<file path="src/rtl/uart_transmitter_fifo_pkg.sv">
// Shared constants, engine state encoding and frame-length helper for the FIFO-buffered UART transmitter.
package uart_pkg;
   localparam int PARITY_NONE = 0;
   localparam int PARITY_EVEN = 1;
   localparam int PARITY_ODD  = 2;

   typedef enum logic {
      IDLE = 1'b0,
      SEND = 1'b1
   } tx_state_e;

   function automatic int frame_bits(input int data_bits, input int parity, input int stop_bits);
      return 1 + data_bits + ((parity != PARITY_NONE) ? 1 : 0) + stop_bits;
   endfunction
endpackage

</file>
<file path="src/rtl/uart_transmitter_fifo_if.sv">
// Producer-side valid/ready handshake into the UART transmitter FIFO.
interface uart_transmitter_fifo_if #(
   parameter int DATA_BITS = 8
) ();
   logic [DATA_BITS-1:0] data_in;
   logic                 data_in_valid;
   logic                 data_in_ready;

   modport master (output data_in, output data_in_valid, input data_in_ready);
   modport slave  (input data_in, input data_in_valid, output data_in_ready);
endinterface

</file>
<file path="src/rtl/uart_tx_fifo.sv">
// Synchronous FIFO with a combinational head word, feeding the UART transmit engine.
module uart_tx_fifo #(
   parameter int WIDTH = 8,
   parameter int DEPTH = 4,
   localparam int PTR_W = $clog2(DEPTH),
   localparam int COUNT_W = $clog2(DEPTH + 1)
) (
   input  logic               clk,
   input  logic               reset,
   input  logic               push,
   input  logic               pop,
   input  logic [WIDTH-1:0]   din,
   output logic [WIDTH-1:0]   dout,
   output logic [COUNT_W-1:0] count,
   output logic               full,
   output logic               empty
);
   logic [WIDTH-1:0]   mem_q [DEPTH];
   logic [PTR_W-1:0]   wr_ptr_q;
   logic [PTR_W-1:0]   rd_ptr_q;
   logic [COUNT_W-1:0] count_q;
   logic               do_push;
   logic               do_pop;

   assign full    = (count_q == COUNT_W'(DEPTH));
   assign empty   = (count_q == '0);
   assign count   = count_q;
   assign dout    = mem_q[rd_ptr_q];
   assign do_pop  = pop && !empty;
   // A pop on the same edge frees the slot being written, so a full FIFO may still take a word.
   assign do_push = push && (!full || do_pop);

   always_ff @(posedge clk) begin
      if (do_push) begin
         mem_q[wr_ptr_q] <= din;
      end
   end

   always_ff @(posedge clk) begin
      if (!reset) begin
         wr_ptr_q <= '0;
         rd_ptr_q <= '0;
         count_q  <= '0;
      end else begin
         if (do_push) begin
            wr_ptr_q <= wr_ptr_q + 1'b1;
         end
         if (do_pop) begin
            rd_ptr_q <= rd_ptr_q + 1'b1;
         end
         case ({do_push, do_pop})
            2'b10:   count_q <= count_q + 1'b1;
            2'b01:   count_q <= count_q - 1'b1;
            default: count_q <= count_q;
         endcase
      end
   end
endmodule

</file>
<file path="src/rtl/uart_transmitter_fifo.sv">
// Configurable-frame UART transmitter; a small input FIFO lets bursts leave back-to-back with no idle gap.
module uart_transmitter_fifo
   import uart_pkg::*;
#(
   parameter int CLOCK_FREQ = 125_000_000,
   parameter int BAUD_RATE  = 115_200,
   parameter int DATA_BITS  = 8,
   parameter int PARITY     = 0,
   parameter int STOP_BITS  = 1,
   parameter int FIFO_DEPTH = 4,
   localparam int COUNT_W = $clog2(FIFO_DEPTH + 1)
) (
   input  logic                   clk,
   input  logic                   reset,
   uart_transmitter_fifo_if.slave tx_if,
   output logic                   serial_out,
   output logic                   busy,
   output logic [COUNT_W-1:0]     fifo_count
);
   localparam int SYMBOL_EDGE_TIME = CLOCK_FREQ / BAUD_RATE;
   localparam int FRAME_BITS = frame_bits(DATA_BITS, PARITY, STOP_BITS);
   localparam int CLK_W = $clog2(SYMBOL_EDGE_TIME);
   localparam int IDX_W = $clog2(FRAME_BITS);

   if (DATA_BITS < 5 || DATA_BITS > 9) begin : g_bad_data_bits
      $error("uart_transmitter_fifo: DATA_BITS must be 5..9");
   end
   if (STOP_BITS != 1 && STOP_BITS != 2) begin : g_bad_stop_bits
      $error("uart_transmitter_fifo: STOP_BITS must be 1 or 2");
   end
   if (PARITY < PARITY_NONE || PARITY > PARITY_ODD) begin : g_bad_parity
      $error("uart_transmitter_fifo: PARITY must be 0, 1 or 2");
   end
   if (FIFO_DEPTH < 2 || (FIFO_DEPTH & (FIFO_DEPTH - 1)) != 0) begin : g_bad_depth
      $error("uart_transmitter_fifo: FIFO_DEPTH must be a power of two >= 2");
   end
   if (SYMBOL_EDGE_TIME < 2) begin : g_bad_baud
      $error("uart_transmitter_fifo: CLOCK_FREQ/BAUD_RATE must be >= 2");
   end

   logic                  fifo_full;
   logic                  fifo_empty;
   logic [DATA_BITS-1:0]  fifo_dout;
   logic                  load;
   logic                  last_tick;
   logic                  parity_bit;
   logic [FRAME_BITS-1:0] frame_d;

   tx_state_e             state_q;
   logic [CLK_W-1:0]      clk_count_q;
   logic [IDX_W-1:0]      bit_idx_q;
   logic [FRAME_BITS-2:0] shift_q;
   logic                  serial_q;

   assign tx_if.data_in_ready = !fifo_full;

   uart_tx_fifo #(
      .WIDTH (DATA_BITS),
      .DEPTH (FIFO_DEPTH)
   ) u_fifo (
      .clk   (clk),
      .reset (reset),
      .push  (tx_if.data_in_valid && !fifo_full),
      .pop   (load),
      .din   (tx_if.data_in),
      .dout  (fifo_dout),
      .count (fifo_count),
      .full  (fifo_full),
      .empty (fifo_empty)
   );

   // A frame ends on the final cycle of its last stop bit; reloading there keeps frames contiguous.
   assign last_tick = (state_q == SEND) &&
                      (clk_count_q == CLK_W'(SYMBOL_EDGE_TIME - 1)) &&
                      (bit_idx_q == IDX_W'(FRAME_BITS - 1));
   assign load = !fifo_empty && ((state_q == IDLE) || last_tick);

   always_comb begin
      parity_bit = ^fifo_dout;
      if (PARITY == PARITY_ODD) begin
         parity_bit = ~parity_bit;
      end
      frame_d = '1;
      frame_d[0] = 1'b0;
      frame_d[DATA_BITS:1] = fifo_dout;
      if (PARITY != PARITY_NONE) begin
         frame_d[DATA_BITS+1] = parity_bit;
      end
   end

   always_ff @(posedge clk) begin
      if (!reset) begin
         state_q     <= IDLE;
         clk_count_q <= '0;
         bit_idx_q   <= '0;
         shift_q     <= '1;
         serial_q    <= 1'b1;
      end else if (load) begin
         state_q     <= SEND;
         clk_count_q <= '0;
         bit_idx_q   <= '0;
         shift_q     <= frame_d[FRAME_BITS-1:1];
         serial_q    <= frame_d[0];
      end else if (state_q == SEND) begin
         if (clk_count_q == CLK_W'(SYMBOL_EDGE_TIME - 1)) begin
            clk_count_q <= '0;
            if (bit_idx_q == IDX_W'(FRAME_BITS - 1)) begin
               state_q  <= IDLE;
               serial_q <= 1'b1;
            end else begin
               bit_idx_q <= bit_idx_q + 1'b1;
               serial_q  <= shift_q[0];
               shift_q   <= {1'b1, shift_q[FRAME_BITS-2:1]};
            end
         end else begin
            clk_count_q <= clk_count_q + 1'b1;
         end
      end
   end

   assign serial_out = serial_q;
   assign busy       = (state_q == SEND) || !fifo_empty;
endmodule
</file>
<file path="src/flat_wrapper.sv">
// flat-port wrapper written by rule: the top's interface ports become plain ports
module uart_transmitter_fifo_flat import uart_pkg::*;
#(
   parameter int CLOCK_FREQ = 125_000_000,
   parameter int BAUD_RATE  = 115_200,
   parameter int DATA_BITS  = 8,
   parameter int PARITY     = 0,
   parameter int STOP_BITS  = 1,
   parameter int FIFO_DEPTH = 4,
   localparam int COUNT_W = $clog2(FIFO_DEPTH + 1)
)
  (clk, reset, serial_out, busy, fifo_count, tx_if_data_in, tx_if_data_in_valid, tx_if_data_in_ready);
  uart_transmitter_fifo_if #(.DATA_BITS(DATA_BITS)) tx_if_i ();
  input  logic clk;
  input  logic reset;
  output logic serial_out;
  output logic busy;
  output logic [COUNT_W-1:0] fifo_count;
  input wire logic [$bits(tx_if_i.data_in)-1:0] tx_if_data_in;
  input wire logic [$bits(tx_if_i.data_in_valid)-1:0] tx_if_data_in_valid;
  output wire logic [$bits(tx_if_i.data_in_ready)-1:0] tx_if_data_in_ready;
  assign tx_if_i.data_in = tx_if_data_in;
  assign tx_if_i.data_in_valid = tx_if_data_in_valid;
  assign tx_if_data_in_ready = tx_if_i.data_in_ready;
  uart_transmitter_fifo #(.CLOCK_FREQ(CLOCK_FREQ), .BAUD_RATE(BAUD_RATE), .DATA_BITS(DATA_BITS), .PARITY(PARITY), .STOP_BITS(STOP_BITS), .FIFO_DEPTH(FIFO_DEPTH)) u_core (.clk(clk), .reset(reset), .tx_if(tx_if_i), .serial_out(serial_out), .busy(busy), .fifo_count(fifo_count));
endmodule
</file>
<file path="config.mk">
export PLATFORM = sky130hd
export DESIGN_NAME = uart_transmitter_fifo_flat
export DESIGN_NICKNAME = d
export VERILOG_FILES = /design/src/rtl/uart_transmitter_fifo_pkg.sv /design/src/rtl/uart_transmitter_fifo_if.sv /design/src/rtl/uart_tx_fifo.sv /design/src/rtl/uart_transmitter_fifo.sv /design/src/flat_wrapper.sv
export SDC_FILE = /design/constraint.sdc
export NUM_CORES = 1
export LEC_CHECK = 0
export CORE_UTILIZATION = 53
export CTS_CLUSTER_DIAMETER = 80
export DETAILED_ROUTE_END_ITERATION = 8
export PLACE_DENSITY_LB_ADDON = 0.05
export SYNTH_ARGS = -nofsm -noshare
export SYNTH_HDL_FRONTEND = slang
export SYNTH_SLANG_ARGS = --single-unit
</file>
<file path="constraint.sdc">
create_clock -name clk -period 2.75 [get_ports clk]
set_input_delay 0.55 -clock clk [delete_from_list [all_inputs] [get_ports clk]]
set_output_delay 0.55 -clock clk [all_outputs]
set_load 0.005 [all_outputs]
</file>
After elaboration in Yosys (flattened, before gate mapping)

Memories as Yosys holds them, arrays and structs flattened. A register that Yosys moved wholly into a read port is not among the register bits.
Cells that the tools add are included.

Register bits: 32
Memory bits (writable): 32
Input bits: 11
Output and inout port bits: 6
Word-level logic and storage cells: 61
Memories: 1

$add $sub $neg: 6
Equal/unequal tests: 6
Muxes and demuxes: 18
Bitwise gates (word level): 3
Reductions and logical operators: 19

Memories:

| memory              | words | width | read ports | clocked after Yosys merged registers in | wr ports | RTL line           | source |
|---|---|---|---|---|---|---|---|
| u_core.u_fifo.mem_q | 4     | 8     | 1          | 1                                       | 1        | uart_tx_fifo.sv:18 | `logic [WIDTH-1:0] mem_q [DEPTH];` |

Operators by type and width:

| operator                                                           | number |
|---|---|
| 8-bit 2-to-1 mux                                                   | 4 |
| 11-bit by 1-bit adder with 11-bit output, second input constant    | 1 |
| 11-bit == test, second input constant                              | 1 |
| 11-bit 2-to-1 mux                                                  | 1 |
| 1-bit 2-to-1 mux                                                   | 10 |
| 1-bit logical AND                                                  | 6 |
| 3-bit one-hot mux with 2 select lines                              | 1 |
| 3-bit AND reduction                                                | 2 |
| 2-bit nonzero test                                                 | 3 |
| 2-bit by 1-bit adder with 2-bit output, second input constant      | 2 |
| 4-bit by 1-bit adder with 4-bit output, second input constant      | 1 |
| 4-bit == test, second input constant                               | 1 |
| 2-bit 2-to-1 mux                                                   | 2 |
| 3-bit by 1-bit adder with 3-bit output, second input constant      | 1 |
| 3-bit == test, second input constant                               | 1 |
| 3-bit zero test                                                    | 1 |
| 1-bit logical OR                                                   | 3 |
| 1-bit NOT                                                          | 3 |
| 3-bit by 1-bit subtractor with 3-bit output, second input constant | 1 |
| 2-bit by 1-bit == test with 1-bit output, second input constant    | 1 |
| 2-bit == test, second input constant                               | 1 |
| 1-bit zero test                                                    | 2 |
| 2-bit inequality test, second input constant                       | 1 |
| 2-bit AND reduction                                                | 1 |
| 2-bit OR reduction                                                 | 1 |

Depth between registers and ports, before layout

Depth in word-level cells: 10
Depth in mapped cells: 13

Hierarchy

Synthesis repeated with hierarchy kept, for this count alone.

Cells, all modules: 244
Area, all modules: 2949.1 um^2

By module, submodules not included:

| module                | instances | cells each | area an instance (um^2) | seq. area each (um^2) |
|---|---|---|---|---|
| uart_tx_fifo          | 1         | 102        | 1706.6                  | 1141.1 |
| uart_transmitter_fifo | 1         | 142        | 1242.4                  | 500.5 |

Worst setup path after synthesis

Ideal clock, no wire load.

Path kind: flip-flop to flip-flop
From: register u_core.clk_count_q[7]
To: register u_core.u_fifo.count_q[2] (netlist: u_core.u_fifo.count[2])
Setup time: 0.076 ns
Arrival time: 2.850 ns
Required time: 2.674 ns
Slack: -0.176 ns
Stages on the path, launching flop included: 12
Buffers on the path: 2
Cell sequence: dfxtp_1 or4b_4 o41a_2 buf_2 buf_2 nor2_1 ha_1 inv_1 fa_1 xor2_1 or3_1 a21boi_0

Longest elaborated chain between the ends: 10
Elaborated cells between the ends (all ways): 12
Those cells by class: eq/ne (3); mux (1); reduce/logical (8)

Ends and longest elaborated chain:

| element                                                                     | RTL line                     | source |
|---|---|---|
| start, declared                                                             | uart_transmitter_fifo.sv:50  | `logic [CLK_W-1:0] clk_count_q;` |
| start signal, assigned                                                      | uart_transmitter_fifo.sv:116 | `clk_count_q <= clk_count_q + 1'b1;` |
| 11-bit == test (*)                                                          | uart_transmitter_fifo.sv:74  | `(clk_count_q == CLK_W'(SYMBOL_EDGE_TIME - 1)) &&` |
| 1-bit logical AND (*)                                                       | uart_transmitter_fifo.sv:73  | `assign last_tick = (state_q == SEND) &&` |
| 1-bit logical AND (*)                                                       | uart_transmitter_fifo.sv:74  |  |
| 1-bit logical OR (*)                                                        | uart_transmitter_fifo.sv:76  | `assign load = !fifo_empty && ((state_q == IDLE) \|\| last_tick);` |
| 1-bit logical AND (*)                                                       | uart_transmitter_fifo.sv:76  |  |
| 1-bit logical AND (*)                                                       | uart_tx_fifo.sv:29           | `assign do_pop = pop && !empty;` |
| via u_core.u_fifo.do_pop                                                    | uart_tx_fifo.sv:23           | `logic do_pop;` |
| 1-bit logical OR                                                            | uart_tx_fifo.sv:31           | `assign do_push = push && (!full \|\| do_pop);` |
| 1-bit logical AND                                                           | uart_tx_fifo.sv:31           |  |
| 2-bit by 1-bit == test with 1-bit output or 2-bit == test (tied branches)   | uart_tx_fifo.sv:51           | `case ({do_push, do_pop})` |
| 3-bit one-hot mux with 2 select lines or 2-bit nonzero test (tied branches) | n/a                          |  |
| end signal, assigned                                                        | uart_tx_fifo.sv:52           | `2'b10: count_q <= count_q + 1'b1;` |
| end signal, assigned                                                        | uart_tx_fifo.sv:53           | `2'b01: count_q <= count_q - 1'b1;` |
| end signal, assigned                                                        | uart_tx_fifo.sv:54           | `default: count_q <= count_q;` |
| end, declared                                                               | uart_tx_fifo.sv:21           | `logic [COUNT_W-1:0] count_q;` |

The timed path passes the listed nets; every way through them passes the cells marked *.
A chain may end at the register's enable or synchronous reset.

Worst setup path after layout

From: register u_core.clk_count_q[9]
To: register u_core.u_fifo.count_q[2] (netlist: u_core.u_fifo.count[2])

The elaborated chain is that of the path after synthesis.

==> results.sh <==
export IMPL_cts_hold_buf=0
export IMPL_synth_most_common_cell="dfxtp_1"
export IMPL_initial_utilization_pct=55.4
export IMPL_yosys_register_bits=66
export IMPL_worst_setup_path_type="flop to flop"
export IMPL_finalHoldViolCount=0
export IMPL_synth_main_ff_cell="dfxtp_1"
export IMPL_dieArea_um2=5630
export IMPL_grt_usage_pct=20.7
export IMPL_htree_levels=3
export IMPL_relSlewSlack_pct=57.2
export IMPL_drive_above_1_share_pct=14.1
export IMPL_grt_antenna_before_repair=0
export IMPL_p_leak_uw=0.00116
export IMPL_synth_nets=252
export IMPL_placed_area_um2=3110
export IMPL_fin_crit_sh_pct=94.3
export IMPL_setup_viol=0
export IMPL_end_kind="flop"
export IMPL_clk_latency_ns=0.33
export IMPL_yosys_top_cells_area="edfxtp_1 34%, dfxtp_1 24%, mux4_2 6.4%, ha_1 4.0%, o21ai_0 3.2%"
export IMPL_synth_top_cell_area_share_pct=34.0
export IMPL_wl_um=4890
export IMPL_synthToLayoutAreaGrowth_pct=18.1
export IMPL_core_area_um2=5110
export IMPL_tritoncts="done"
export IMPL_grt_overflow_total=0
export IMPL_clockBufferDepth=2
export IMPL_ys_seq_area_share_pct=58.1
export IMPL_synth_largest_area_cell="edfxtp_1"
export IMPL_status="completed"
export IMPL_cap_violations=0
export IMPL_dpl_hpwl_um=3440
export IMPL_fp_dieW_um=75.0
export IMPL_pin_count=17
export IMPL_crit_path_start_kind="flop"
export IMPL_route_vias_total=1799
export IMPL_syn_instance_count=231
export IMPL_synthesis_area_um2=2830
export IMPL_yosysUniqueCellTypes=39
export IMPL_nNetsFinal=278
export IMPL_clock_sinks=66
export IMPL_power_uw=3010
export IMPL_grt_pass1_wl_um=8110
export IMPL_antenna_cells=0
export IMPL_portBuffers=16
export IMPL_post_drt_wl_per_cell_um=14.7
export IMPL_grt_pass1_vias=1762
export IMPL_fin_crit_ns=2.59
export IMPL_gp_congestion=0.695
export IMPL_drt_vias_per_instance=5.42
export IMPL_clock_skew_ns=0.00629
export IMPL_grt_max_degree=21
export IMPL_worstPathMaxFanout=4
export IMPL_design_area_um2=3340
export IMPL_hp_class="flop to flop"
export IMPL_cts_clk_slew_worst_paths_ns=0.07
export IMPL_fin_ws_ns=0.156
export IMPL_place_ws_ns=0.120
export IMPL_die_y_um=75.0
export IMPL_initialDrtViolationCount=78
export IMPL_n_fill_cell=423
export IMPL_drc_errors=0
export IMPL_p_per_area_nw_per_um2=901
export IMPL_arrival_ns=2.86
export IMPL_fmax_mhz=385
export IMPL_avgSynthCellArea_um2=12.2
export IMPL_synth_edf_count=32
export IMPL_async_reset_ff_share_pct=0
export IMPL_first_pass_iters=4
export IMPL_cts_buffers=9
export IMPL_rows=26
export IMPL_rsz0062_at_grt="no"
export IMPL_tightest_slew_ns=0.636
export IMPL_max_vdd_ir_drop_uv=564
export IMPL_synth_commonest_cells="34 x dfxtp_1, 32 x edfxtp_1, 18 x o21ai_0, 15 x nor2_1, 13 x inv_1"
export IMPL_drv_slew=0
export IMPL_yosys_warnings=0
export IMPL_required_ns=3.01
export IMPL_root_buffer="clkbuf_8"
export IMPL_ant_nets=0
## layout make-up
| class | instances | area [um^2] | area share (%) |
|---|---|---|---|
| Clock buffer | 11 | 131 | 3.94 |
| Multi-Input combinational cell | 144 | 1140 | 34.0 |
| Timing Repair Buffer | 23 | 213 | 6.37 |
| Sequential cell | 66 | 1640 | 49.2 |
| Tap cell | 70 | 87.6 | 2.62 |
| Clock inverter | 5 | 78.8 | 2.36 |
| Inverter | 13 | 48.8 | 1.46 |
## cell usage in the layout (no fill, tap or decap), types with 6 or more instances in the layout
cell / n
o21ai_0: 18
and3_1: 6
clkbuf_8: 9
ha_1: 8
edfxtp_1: 32
nand2_1: 10
mux4_2: 8
nor2_1: 14
buf_4: 7
a21oi_1: 8
a22oi_1: 6
clkdlybuf4s50_1: 16
inv_1: 13
xnor2_1: 8
dfxtp_1: 33
## cell families after synthesis
logic type	Yosys count	share of synthesized area, %
xor gates and xnor gates	13	4.03
muxes	10	7.08
DFF	66	58.1
adders and majority gates	10	4.69
buffers and inverters	21	2.88
and+or+nand+nor	60	11.5
AOI/OAI and AO/OA	51	11.7
## routing by layer
metal | wire [um] | global-route usage (%)
met1 | 2200 | 23.8
met2 | 2490 | 33.8
met3 | 163 | 8.97
met4 | 35 | 8.81
met5 | 0 | 0
## flip-flops by register name (all words and copies together) (netlist names), named ones only
signal	count
u_core.u_fifo.rd_ptr_q	2
u_core.serial_out	1
u_core.u_fifo.wr_ptr_q	2
u_core.u_fifo.count	3
u_core.bit_idx_q	4
u_core.state_q	1
u_core.shift_q	8
u_core.clk_count_q	11
u_core.u_fifo.mem_q	32
## worst max-delay path: stages (launching register included)
cell,delay [ns]
dfxtp_1,0.33
or4b_4,0.57
o41a_4,0.39
nor2_4,0.14
ha_4,0.14
inv_1,0.05
fa_2,0.33
xor2_1,0.15
or3_1,0.30
a21boi_1,0.14
## per-stage QoR
stage	setup TNS [ns]	hold WS [ns]	util (%)	cells
2_1_floorplan	-0.0455	0.445	-	231
3_3_place_gp	0	0.462	60.9	316
5_1_grt	0	0.515	65.4	332
3_5_place_dp	0	0.471	60.9	316
6_report	0	0.476	65.4	332
4_1_cts	0	0.481	65.0	332
## repair_timing
action / CTS / global route
resized for setup: 0 / 3
setup buffers: 0 / 0
endpoints found under the setup margin: 0 / 1
## power breakdown
| part | total, uW | leakage, uW | internal, uW | switching (uW) |
|---|---|---|---|---|
| logic | 858 | 0.000479 | 406 | 452 |
| registers | 1290 | 0.000572 | 1190 | 106 |
| clock network | 856 | 0.000107 | 509 | 346 |
| total | 3010 | 0.00116 | 2100 | 905 |
## worst paths after layout
| check | from | endpoint | slack, ns | cells past startpoint |
|---|---|---|---|---|
| max | u_core.clk_count_q[9]$_SDFFE_PP0P_ | u_core.u_fifo.count[2]$_SDFFE_PN0P_ | 0.16 | 9 |
| min reg2reg | u_core.u_fifo.rd_ptr_q[1]$_SDFFE_PN0P_ | flop | 0.48 | 2 |
| min | u_core.u_fifo.rd_ptr_q[1]$_SDFFE_PN0P_ | flop | 0.48 | 2 |
| max reg2reg | u_core.clk_count_q[9]$_SDFFE_PP0P_ | u_core.u_fifo.count[2]$_SDFFE_PN0P_ | 0.16 | 9 |
Power figures use the tool's default switching activity.
